==> config.mk <==
export PLATFORM = sky130hd
export DESIGN_NAME = uart_peripheral
export DESIGN_NICKNAME = d
export VERILOG_FILES = /design/src/rtl/uart_peripheral.sv
export SDC_FILE = /design/constraint.sdc
export NUM_CORES = 1
export LEC_CHECK = 0
export ABC_AREA = 1
export ABC_CLOCK_PERIOD_IN_PS = 2290
export BUFFER_PORTS_ARGS = -buffer_cell sky130_fd_sc_hd__buf_2
export CORE_AREA = 2 2 131 133
export CTS_CLUSTER_SIZE = 25
export DETAILED_ROUTE_END_ITERATION = 8
export DIE_AREA = 0 0 133 135
export PLACE_DENSITY = 0.76
export SKIP_CTS_REPAIR_TIMING = 1
export SYNTH_ARGS = -nofsm -noshare
export SYNTH_HDL_FRONTEND = slang
export SYNTH_SLANG_ARGS = --single-unit
==> constraint.sdc <==
create_clock -name clk -period 2.29 [get_ports clk]
set_input_delay 0.458 -clock clk [delete_from_list [all_inputs] [get_ports clk]]
set_output_delay 0.458 -clock clk [all_outputs]
set_load 0.03 [all_outputs]
==> src/rtl/uart_peripheral.sv <==
// uart_peripheral: memory-mapped UART that responds on the core's hardware-register bus.
//   BASE_INDEX+0 TX_DATA (W)   BASE_INDEX+1 STATUS (R, clears error flags)
//   BASE_INDEX+2 RX_DATA (R, pops FIFO)   BASE_INDEX+3 DIVISOR (R/W, min 2)
// Ports:
//   clk, reset_n            system clock, async active-low reset
//   register_index/read/write/write_value   bus request from the core
//   register_read_value     registered read data, zero unless addressed last cycle
//   uart_tx                 serial out (idles high)
//   uart_rx                 serial in, asynchronous to clk
module uart_peripheral #(
  parameter logic [6:0]  BASE_INDEX      = 7'd0,
  parameter logic [15:0] DEFAULT_DIVISOR = 16'd434
) (
  input  logic        clk,
  input  logic        reset_n,
  input  logic [6:0]  register_index,
  input  logic        register_read,
  input  logic        register_write,
  input  logic [15:0] register_write_value,
  output logic [15:0] register_read_value,
  output logic        uart_tx,
  input  logic        uart_rx
);

  typedef enum logic {TX_IDLE, TX_SHIFT} tx_state_t;
  typedef enum logic [1:0] {RX_IDLE, RX_START, RX_DATA, RX_STOP} rx_state_t;

  // ---------------- bus decode ----------------
  logic [6:0]  rel;
  logic [1:0]  offset;
  logic        hit, wr, rd;

  assign rel    = register_index - BASE_INDEX;
  assign hit    = (register_index >= BASE_INDEX) && (rel < 7'd4);
  assign offset = rel[1:0];
  assign wr     = register_write & hit;
  assign rd     = register_read & ~register_write & hit;

  logic [15:0] divisor;
  always_ff @(posedge clk or negedge reset_n) begin
    if (!reset_n)                 divisor <= DEFAULT_DIVISOR;
    else if (wr && offset == 2'd3) divisor <= (register_write_value < 16'd2) ? 16'd2 : register_write_value;
  end

  // ---------------- TX path ----------------
  tx_state_t   tx_state, tx_state_n;
  logic [15:0] tx_cnt, tx_cnt_n, tx_div, tx_div_n;
  logic [3:0]  tx_bit, tx_bit_n;
  logic [8:0]  tx_shift, tx_shift_n;
  logic        tx_out, tx_out_n, tx_load;
  logic        hold_full;
  logic [7:0]  hold_data;

  always_ff @(posedge clk or negedge reset_n) begin
    if (!reset_n) begin
      hold_full <= 1'b0;
      hold_data <= '0;
    end else if (tx_load) begin
      hold_full <= 1'b0;
    end else if (wr && offset == 2'd0 && !hold_full) begin
      hold_full <= 1'b1;
      hold_data <= register_write_value[7:0];
    end
  end

  always_ff @(posedge clk or negedge reset_n) begin
    if (!reset_n) begin
      tx_state <= TX_IDLE;
      tx_cnt   <= '0;
      tx_div   <= '0;
      tx_bit   <= '0;
      tx_shift <= '1;
      tx_out   <= 1'b1;
    end else begin
      tx_state <= tx_state_n;
      tx_cnt   <= tx_cnt_n;
      tx_div   <= tx_div_n;
      tx_bit   <= tx_bit_n;
      tx_shift <= tx_shift_n;
      tx_out   <= tx_out_n;
    end
  end

  always_comb begin
    tx_state_n = tx_state;
    tx_cnt_n   = tx_cnt;
    tx_div_n   = tx_div;
    tx_bit_n   = tx_bit;
    tx_shift_n = tx_shift;
    tx_out_n   = tx_out;
    tx_load    = 1'b0;
    case (tx_state)
      TX_IDLE: tx_load = hold_full;
      TX_SHIFT: begin
        if (tx_cnt == 16'd0) begin
          if (tx_bit == 4'd9) begin
            // Chain straight into a pending byte so the next start bit follows the stop bit directly.
            if (hold_full) tx_load = 1'b1;
            else           tx_state_n = TX_IDLE;
          end else begin
            tx_bit_n   = tx_bit + 4'd1;
            tx_out_n   = tx_shift[0];
            tx_shift_n = {1'b0, tx_shift[8:1]};
            tx_cnt_n   = tx_div - 16'd1;
          end
        end else begin
          tx_cnt_n = tx_cnt - 16'd1;
        end
      end
      default: tx_state_n = TX_IDLE;
    endcase
    if (tx_load) begin
      tx_state_n = TX_SHIFT;
      tx_shift_n = {1'b1, hold_data};
      tx_out_n   = 1'b0;
      tx_cnt_n   = divisor - 16'd1;
      tx_div_n   = divisor;
      tx_bit_n   = '0;
    end
  end

  assign uart_tx = tx_out;

  // ---------------- RX path ----------------
  logic        rx_meta, rx_s, rx_prev;
  rx_state_t   rx_state, rx_state_n;
  logic [15:0] rx_cnt, rx_cnt_n, rx_div, rx_div_n;
  logic [2:0]  rx_bit, rx_bit_n;
  logic [7:0]  rx_data, rx_data_n;
  logic        rx_push, rx_frame_err;

  always_ff @(posedge clk or negedge reset_n) begin
    if (!reset_n) begin
      rx_meta  <= 1'b1;
      rx_s     <= 1'b1;
      rx_prev  <= 1'b1;
      rx_state <= RX_IDLE;
      rx_cnt   <= '0;
      rx_div   <= '0;
      rx_bit   <= '0;
      rx_data  <= '0;
    end else begin
      rx_meta  <= uart_rx;
      rx_s     <= rx_meta;
      rx_prev  <= rx_s;
      rx_state <= rx_state_n;
      rx_cnt   <= rx_cnt_n;
      rx_div   <= rx_div_n;
      rx_bit   <= rx_bit_n;
      rx_data  <= rx_data_n;
    end
  end

  always_comb begin
    rx_state_n   = rx_state;
    rx_cnt_n     = rx_cnt;
    rx_div_n     = rx_div;
    rx_bit_n     = rx_bit;
    rx_data_n    = rx_data;
    rx_push      = 1'b0;
    rx_frame_err = 1'b0;
    case (rx_state)
      RX_IDLE: begin
        if (rx_prev && !rx_s) begin
          rx_state_n = RX_START;
          rx_div_n   = divisor;
          rx_cnt_n   = (divisor >> 1) - 16'd1;
        end
      end
      RX_START: begin
        if (rx_cnt == 16'd0) begin
          rx_state_n = rx_s ? RX_IDLE : RX_DATA;
          rx_cnt_n   = rx_div - 16'd1;
          rx_bit_n   = '0;
        end else begin
          rx_cnt_n = rx_cnt - 16'd1;
        end
      end
      RX_DATA: begin
        if (rx_cnt == 16'd0) begin
          rx_data_n = {rx_s, rx_data[7:1]};
          rx_cnt_n  = rx_div - 16'd1;
          if (rx_bit == 3'd7) rx_state_n = RX_STOP;
          else                rx_bit_n   = rx_bit + 3'd1;
        end else begin
          rx_cnt_n = rx_cnt - 16'd1;
        end
      end
      RX_STOP: begin
        if (rx_cnt == 16'd0) begin
          rx_state_n   = RX_IDLE;
          rx_push      = rx_s;
          rx_frame_err = ~rx_s;
        end else begin
          rx_cnt_n = rx_cnt - 16'd1;
        end
      end
      default: rx_state_n = RX_IDLE;
    endcase
  end

  // ---------------- RX FIFO and flags ----------------
  logic [7:0] fifo_mem [4];
  logic [1:0] wp, rp;
  logic [2:0] fifo_cnt;
  logic       pop, push_ok, ov_set, clr_flags, overrun, framing;

  assign pop       = rd && offset == 2'd2 && fifo_cnt != 3'd0;
  // A same-cycle pop frees the slot the incoming byte needs.
  assign push_ok   = rx_push && (fifo_cnt != 3'd4 || pop);
  assign ov_set    = rx_push && fifo_cnt == 3'd4 && !pop;
  assign clr_flags = rd && offset == 2'd1;

  always_ff @(posedge clk) begin
    if (push_ok) fifo_mem[wp] <= rx_data;
  end

  always_ff @(posedge clk or negedge reset_n) begin
    if (!reset_n) begin
      wp       <= '0;
      rp       <= '0;
      fifo_cnt <= '0;
      overrun  <= 1'b0;
      framing  <= 1'b0;
    end else begin
      if (push_ok) wp <= wp + 2'd1;
      if (pop)     rp <= rp + 2'd1;
      case ({push_ok, pop})
        2'b10:   fifo_cnt <= fifo_cnt + 3'd1;
        2'b01:   fifo_cnt <= fifo_cnt - 3'd1;
        default: fifo_cnt <= fifo_cnt;
      endcase
      overrun <= (overrun & ~clr_flags) | ov_set;
      framing <= (framing & ~clr_flags) | rx_frame_err;
    end
  end

  // ---------------- read mux ----------------
  logic [15:0] rd_data;
  always_comb begin
    rd_data = '0;
    if (rd) begin
      case (offset)
        2'd1: rd_data = {8'h00, fifo_cnt, (tx_state == TX_SHIFT), framing, overrun,
                         (fifo_cnt != 3'd0), ~hold_full};
        2'd2: rd_data = (fifo_cnt != 3'd0) ? {8'h00, fifo_mem[rp]} : 16'h0000;
        2'd3: rd_data = divisor;
        default: rd_data = '0;
      endcase
    end
  end

  always_ff @(posedge clk or negedge reset_n) begin
    if (!reset_n) register_read_value <= '0;
    else          register_read_value <= rd_data;
  end

endmodule

* Word-level counts from Yosys, hierarchy flattened
Memories as Yosys holds them, arrays and structs flattened.
Cells that the tools add are included.
** Storage, ports and cells
- Bits in writable memories :: 32
- Memories kept :: 1
- Memory bits (read-only) :: 0
- Register bits :: 145
- Latch bits :: 0
- Word-level logic and storage cells :: 159
- Output and inout port bits :: 17
- Bits of input ports :: 28
** Memory list
- fifo_mem :: depth 4, width 8, read ports 1, clocked after memory_dff 0, wr ports 1, RTL line 203 : logic [7:0] fifo_mem [4];
** Operators by class
- Equal/unequal tests :: 21
- Bitwise logic cells :: 13
- Divide/modulo/power cells :: 0
- Shift operators :: 0
- Reduce and logical (&&, ||, !) cells :: 34
- Order comparisons :: 3
- Multiplexer cells :: 52
- Add/subtract/negate cells :: 12
- Multiply operators :: 0
** Operator list (number)
- $mux 16 :: 9
- $pmux 16 s3 :: 2
- $sub 16x1->16 const B :: 5
- $mux 9 :: 4
- $logic_not 16->1 :: 2
- $mux 1 :: 19
- $lt 16x2->1 const B :: 1
- $mux 4 :: 4
- $ne 2x2->1 const B :: 8
- $sub 15x1->16 const B :: 1
- $mux 2 :: 6
- $pmux 3 s2 :: 2
- $logic_and 1x1->1 :: 11
- $eq 2x2->1 const B :: 5
- $reduce_and 2->1 :: 5
- $reduce_bool 2->1 :: 5
- $mux 3 :: 3
- $mux 8 :: 1
- $pmux 2 s4 :: 1
- $ge 7x1->1 const B :: 1
- $lt 7x3->1 const B :: 1
- $add 3x1->3 const B :: 2
- $eq 2x1->1 const B :: 3
- $eq 3x3->1 const B :: 2
- 17 further kinds :: 32

* Depth between registers and ports, before layout
Gate-level depths: netlist of run 1.
- Depth in word-level cells :: 9
- Mapped depth :: 19
- Depth with buffers taken out :: 19

* Worst setup path after synthesis of run 1
Ideal clock, no wire load.
- Kind :: input to register
- Start :: input port register_index[4]
- End :: register fifo_cnt[1]
- Slack :: -72 ps
- Arrival time :: 2279 ps
- Data required time :: 2207 ps
- Cell stages on the path :: 11
- Buffers on the path :: 0
- Setup time :: 83 ps
- Path through :: nor3_1 nor3b_1 nand3_1 inv_1 nand2_1 nand4_1 nand4_1 ha_1 inv_1 fa_1 o21ai_0
** On the way
- Longest elaborated chain between the ends :: 9
- Elaborated cells on any way between the ends :: 12
- Those cells by class :: order compare (2); eq/ne (2); mux (1); bitwise (1); reduce/logical (6)
** RTL lines
- start: declaration :: RTL line 16 : input logic [6:0] register_index,
- $ge 7x1->1 or $lt 7x3->1 (tied branches) :: RTL line 34 : assign hit = (register_index >= BASE_INDEX) && (rel < 7'd4);
- $logic_and 1x1->1 (*) :: RTL line 34
- $and 1x1->1 (*) :: RTL line 37 : assign rd = register_read & ~register_write & hit;
- $logic_and 1x1->1 (*) (2 in series) :: RTL line 208 : assign pop = rd && offset == 2'd2 && fifo_cnt != 3'd0;
- $logic_or 1x1->1 :: RTL line 210 : assign push_ok = rx_push && (fifo_cnt != 3'd4 || pop);
- $logic_and 1x1->1 :: RTL line 210
- $eq 2x1->1 or $eq 2x2->1 (tied branches) :: RTL line 228 : case ({push_ok, pop})
- $pmux 3 s2 or $reduce_bool 2->1 (tied branches)
- end signal: assignment :: RTL line 229 : 2'b10: fifo_cnt <= fifo_cnt + 3'd1;
- end signal: assignment :: RTL line 230 : 2'b01: fifo_cnt <= fifo_cnt - 3'd1;
- end signal: assignment :: RTL line 231 : default: fifo_cnt <= fifo_cnt;
- end: declaration :: RTL line 205 : logic [2:0] fifo_cnt;
Mark *: on every way between the ends. The rest lies on a longest branch, timed or not.
A chain may end at the register's enable or synchronous reset.

* Worst setup path in the final report of run 1
- Start :: register rx_div[0]
- End :: register rx_cnt[12]
** On the way
- Longest elaborated chain between the ends :: 3
** RTL lines
- start: declaration :: RTL line 127 : logic [15:0] rx_cnt, rx_cnt_n, rx_div, rx_div_n;
- start signal: assignment :: RTL line 148 : rx_div <= rx_div_n;
- $sub 16x1->16 :: RTL line 173, 182
- $mux 16 :: RTL line 171, 180
- $pmux 16 s3 :: RTL line 162 : case (rx_state)
- end signal: assignment :: RTL line 147 : rx_cnt <= rx_cnt_n;
- end: declaration :: RTL line 127
Every way passes these cells.

==> impl_metrics.ini, run 1 <==
[hold_path]
hold_path_class = input port to async pin

[layout]
nNetsFinal = 1220
drive_gt1_share_pct = 17.96
fill_cells = 1272
mostFrequentLayoutCells = nand2_1 (244), dfrtp_1 (127), o21ai_0 (121)
final_core_util_pct = 65.00
area_growth_pct = 16.24
instances_no_fill = 1406
antennaDiodeCount = 0
layout_commonest_cell = nand2_1
design_area_sq_um = 10660

[routing]
drtIter0Drc = 925
wl_mm = 23.02
dr.pass1.iters = 7
via_per_inst = 5.646
num_vias = 7938
drc_errors = 0
wire_per_inst_microns = 16.37
ant_nets = 0

[synth]
avgSynthCellArea_sq_um = 8.424
ys.flop_type = dfrtp_1
synth_area_leaders = dfrtp_1 (35%), edfxtp_1 (10%), nand2_1 (10%)
seq_area_frac_synth_pct = 50.27
yosysWarnings = 0
synthArstFlopShare_pct = 81.92
syn_inst = 1089
synth-edff-count = 32
yosysUniqueCellTypes = 43
synth_top_area_cell = dfrtp_1
synth_top_area_share_pct = 34.64
syn_nets = 1136
netlist_area_sq_um = 9174
ys_seq_elements = 177

[clocking]
htreeDepth = 4
clk_pin_slew_ps = 70
cts_buffers = 17
cts.path.max_buffers = 2
clock_latency_ps = 430
cts_tree = done
cts.root.buffer_cell = clkbuf_16
clock_sinks = 177

[timing]
maxSlewViolCount = 0
worst_pin_slew_ps = 582.2
period_needed_ps = 2137
finalSetupViolCount = 0
timing.slew.headroom_pct = 60.93
setup_tns_ps = 0
hold_viol = 12
skew_ps = 10.52
fmax_mhz = 467.9
post-route-period-util_pct = 93.33
whs_ps = -23.93
grt_setup_unrepaired = true
setup_ws_ps = 152.7

[placed_design]
post-dp-hpwl_mm = 16.19
gp_congestion = 0.8856
placedInstanceArea_sq_um = 9878
portBuffers = 44
dp_cells = 1362
place_ws_ps = -163.4

[global_route]
grt_use_total_pct = 26.22
grt_pass1_vias = 7531
antenna_found_initial = 0
gr-total-overflow = 0
grt_max_degree = 55
grt_pass1_wl_mm = 37.18

[floorplan]
die_w_microns = 133
fp-row-count = 47
die_area_sq_um = 17960
num_io_pins = 45
die_y_microns = 135
start_util_pct = 55.91
core_sq_um = 16410

[critical_path]
cp_cell_sequence = inv_1, ha_1, nand2_1, nor2_2, nand2_1, nor3_2, buf_4, nand3_1, a21oi_1, o21ai_0, a31oi_1, o22ai_1
crit_path_frequent_cell = nand2_1
crit_path_max_fanout = 5
crit_type = flop to flop
cp_slowest_cell = dfrtp_1
end_kind = flop
crit_family = simple AND/OR/NAND/NOR gates
critPathBufInv = 2
arrival_ps = 2440
cp-start-kind = flop
required_ps = 2590
slowest_delay_ps = 400

[pwr]
powerDensity_nw_per_um2 = 954.0
static-leakage-power_nw = 4.951
total_power_mw = 10.17
ir_worst_vdd_v = 0.0006572

[run_status]
violations = hold timing
status = finished with violations

[flow_run]
drv_cap = 0
synth_stat cells (all sizes together), types with 10 or more instances:
library cell    n
nor2          113
a31oi          24
nand4          24
inv           120
o211ai         11
xor2           19
clkbuf         23
nor3           21
buf            12
o21ai         132
edfxtp         32
a21oi          27
ha             18
o22ai          10
dfstp          18
nand3          53
nand2         262
dfrtp         127
sequential cells by signal, summed over array words and instances (netlist names), 2 cells and up, named ones only:
signal               count
tx_cnt                  16
divisor                 16
rx_cnt                  16
rx_data                  8
tx_shift                 9
rx_bit                   3
tx_div                  16
register_read_value     16
wp                       2
fifo_mem                32
fifo_cnt                 3
rx_div                  16
rp                       2
hold_data                8
tx_bit                   4
routing by layer:
layer  GRT usage (%)  routed length, microns  vias up
met5               0                       0        -
met4           9.618                     672        0
met3           4.542                    1435       45
met2           42.43                   10920      292
met1           35.86                    9989     3810
li1                -                       -     3791
cells by family (layout without fill, tap and decap cells):
logic type,count (synthesis),after routing,synth area share (%)
AO/OA/AOI/OAI,224,224,13.60
XOR/XNOR,24,24,2.291
adder cells (fa/ha/maj),19,19,2.673
buffers and inverters,157,254,6.710
flip-flops,177,177,50.27
multiplexers,7,7,0.8593
AND/OR/NAND/NOR,481,481,23.60
cell type report:
cell class              instances  area [sq um]  share of cell area (%)
repair buffers                 98         660.6                   6.195
clock inverters                15         187.7                   1.760
multi-input cells             755          4026                   37.76
clock buffers                  17         425.4                   3.989
inverters                     122         461.7                   4.329
well taps                     220         275.3                   2.581
repair inverters                2         15.01                  0.1408
flip-flops and latches        177          4612                   43.25
worst paths after layout:
kind	cells past startpoint	slack, ps	end	startpoint
worst max-delay path	12	150	rx_cnt[12]$_DFFE_PN0P_	rx_div[0]$_DFFE_PN0P_
worst min-delay path	1	-20	rx_cnt[10]$_DFFE_PN0P_	reset_n
worst max register to register	12	150	rx_cnt[12]$_DFFE_PN0P_	rx_div[0]$_DFFE_PN0P_
worst min register to register	0	360	rx_s$_DFF_PN1_	rx_meta$_DFF_PN1_
max in group asynchronous	2	1620	divisor[8]$_DFFE_PN1P_	reset_n
min in group clk	1	130	rx_meta$_DFF_PN1_	uart_rx
power by group:
| group | total, mW | switching [mW] | internal, mW |
|---|---|---|---|
| registers | 4.07 | 0.427 | 3.64 |
| logic | 3.15 | 2.01 | 1.14 |
| clock network | 2.96 | 1.39 | 1.57 |
Note: power is estimated with default switching activity, not from simulation.
==> run 2, diff against run 1 <==
--- a/config.mk
+++ b/config.mk
@@ -14,3 +14,3 @@
 export DIE_AREA = 0 0 133 135
-export PLACE_DENSITY = 0.76
+export PLACE_DENSITY = 0.81
 export SKIP_CTS_REPAIR_TIMING = 1
==> constraint.sdc (replaced) <==
create_clock -name clk -period 2.29 [get_ports clk]
set_input_delay 0.229 -clock clk [delete_from_list [all_inputs] [get_ports clk]]
set_output_delay 0.229 -clock clk [all_outputs]
set_load 0.03 [all_outputs]
==> run 2 against run 1 <==
Effect of this change: the run now ends clean; sequential cell count stayed put; core utilization is 0.55 points lower; fmax is 3.2% lower; clock power is 4% lower; combinational power is 1% lower; sequential power hardly changed; final area is 0.84% lower; setup slack worse by 71 ps; total power is 1.7% lower; clock skew hardly changed; critical path depth is 4 higher; critical path type unchanged; critical endpoint is now tx_cnt[13]$_DFFE_PN0P_.
==> impl_metrics.ini, run 2 (synthesis gave the netlist of run 1 again) <==
[run_status]
status = finished clean

[layout]
largest_reg_flops = 32
design_area_sq_um = 10570
layout_commonest_cell = nand2_1
area_growth_pct = 15.26
top_register = fifo_mem
nNetsFinal = 1214
instances_no_fill = 1400
antennaDiodeCount = 0
mostFrequentLayoutCells = nand2_1 (243), dfrtp_1 (127), o21ai_0 (123)
drive_gt1_share_pct = 17.03
fill_cells = 1285
final_core_util_pct = 64.45

[routing]
drc_errors = 0
dr.pass1.iters = 5
num_vias = 7789
ant_nets = 0
wl_mm = 22.79
wire_per_inst_microns = 16.28
via_per_inst = 5.564
drtIter0Drc = 708

[critical_path]
cp-start-kind = flop
arrival_ps = 2580
required_ps = 2670
r2r_setup_slack_ps = 80
crit_type = flop to flop
reg2reg_depth = 16
r2r-end = tx_cnt[13]$_DFFE_PN0P_
r2r_start = tx_cnt[1]$_DFFE_PN0P_
crit_path_max_fanout = 14
end_kind = flop

[hold_path]
hold_start = register_write_value[11]
min_to = divisor[11]$_DFFE_PN0P_
holdPathStages = 3
hold_path_class = input port to flop

[timing]
maxSlewViolCount = 0
setup_ws_ps = 81.86
worst_pin_slew_ps = 627.6
skew_ps = 10.13
hold_viol = 0
finalSetupViolCount = 0
fmax_mhz = 452.9
post-route-period-util_pct = 96.43
setup_tns_ps = 0
grt_setup_unrepaired = true
period_needed_ps = 2208
timing.slew.headroom_pct = 57.88

[floorplan]
die_w_microns = 133
die_area_sq_um = 17960
num_io_pins = 45
fp-row-count = 47
start_util_pct = 55.91
core_sq_um = 16410
die_y_microns = 135

[clocking]
htreeDepth = 4
cts_buffers = 17
clock_sinks = 177
clock_latency_ps = 440
cts_tree = done
cts.path.max_buffers = 2
cts.root.buffer_cell = clkbuf_16
clk_pin_slew_ps = 70

[pwr]
powerDensity_nw_per_um2 = 945.3
static-leakage-power_nw = 4.896
ir_worst_vdd_v = 0.0006939

[placed_design]
place_ws_ps = -117.0
placedInstanceArea_sq_um = 9831
dp_cells = 1358
post-dp-hpwl_mm = 16.31
gp_congestion = 0.9279
portBuffers = 44

[global_route]
antenna_found_initial = 0
gr-total-overflow = 0
grt_pass1_vias = 7494
grt_use_total_pct = 26.01
grt_max_degree = 47
grt_pass1_wl_mm = 36.91

[flow_run]
drv_cap = 0
[run 2: cell count changes in the layout (fill, tap and decap cells not counted), sizes merged]
cell         previous run  this run
dlygate4sd3             0         2
clkbuf                 17        18
buf                    98        90
bufinv                  1         0
[run 2: power breakdown]
| part | switching (mW) | internal (mW) | total [mW] |
|---|---|---|---|
| registers | 0.409 | 3.64 | 4.05 |
| clock network | 1.36 | 1.47 | 2.84 |
| logic | 2.00 | 1.11 | 3.11 |
[run 2: final cells by class]
class	instances	area [sq um]	share of cell area, %
sequential	177	4612	43.62
timing repair inverter	2	12.51	0.1183
clock inverter	14	138.9	1.313
multi-input combinational	755	4023	38.04
inverter	122	461.7	4.366
tap	220	275.3	2.603
clock buffer	18	439.2	4.153
timing repair buffer	92	611.8	5.786
[run 2: how the worst max path moves through the flow]
stage / start / end / slack, ps / cells past startpoint
finish: tx_cnt[1]$_DFFE_PN0P_ / tx_cnt[13]$_DFFE_PN0P_ / 80 / 16
global route: tx_cnt[8]$_DFFE_PN0P_ / tx_cnt[4]$_DFFE_PN0P_ / -70 / 16
CTS: tx_cnt[13]$_DFFE_PN0P_ / tx_cnt[12]$_DFFE_PN0P_ / -30 / 17
detailed placement: register_index[4] / fifo_cnt[1]$_DFFE_PN0P_ / -120 / 12
global placement: register_index[4] / fifo_cnt[1]$_DFFE_PN0P_ / 100 / 12
floorplan: rx_cnt[0]$_DFFE_PN0P_ / fifo_cnt[1]$_DFFE_PN0P_ / 3 / 11
[run 2: worst max-delay path, cell delays in order, from the launching register on]
cell and delay (ps):
dfrtp_1 400, nor2_1 150, nand2_1 80, nor2_2 110
nand2_2 90, nand2_4 80, nand3_4 110, buf_4 210
nand2_2 90, nand2_4 90, nor2_8 160, inv_1 50
nor2_1 170, nand2_1 80, nand2_1 70, nand3_1 80
nand2_1 90
[run 2: metrics by stage]
step | power (mW) | hold WS [ps]
after floorplan | 6.167 | -66.59
after global placement | 6.943 | 199.4
after detailed placement | 7.008 | 198.6
final | 9.996 | 31.94
after global routing | 10.56 | 38.63
after CTS | 9.837 | -266.4
[run 2: metal layers]
layer,routed length (microns),part of all wire (%),vias to the layer above,GRT usage [%]
li1,-,-,3777,-
met1,9745,43,3714,34.40
met2,11200,49,255,43.72
met3,1250,5.5,43,3.754
met4,602,2.6,0,10.10
met5,0,0,-,0
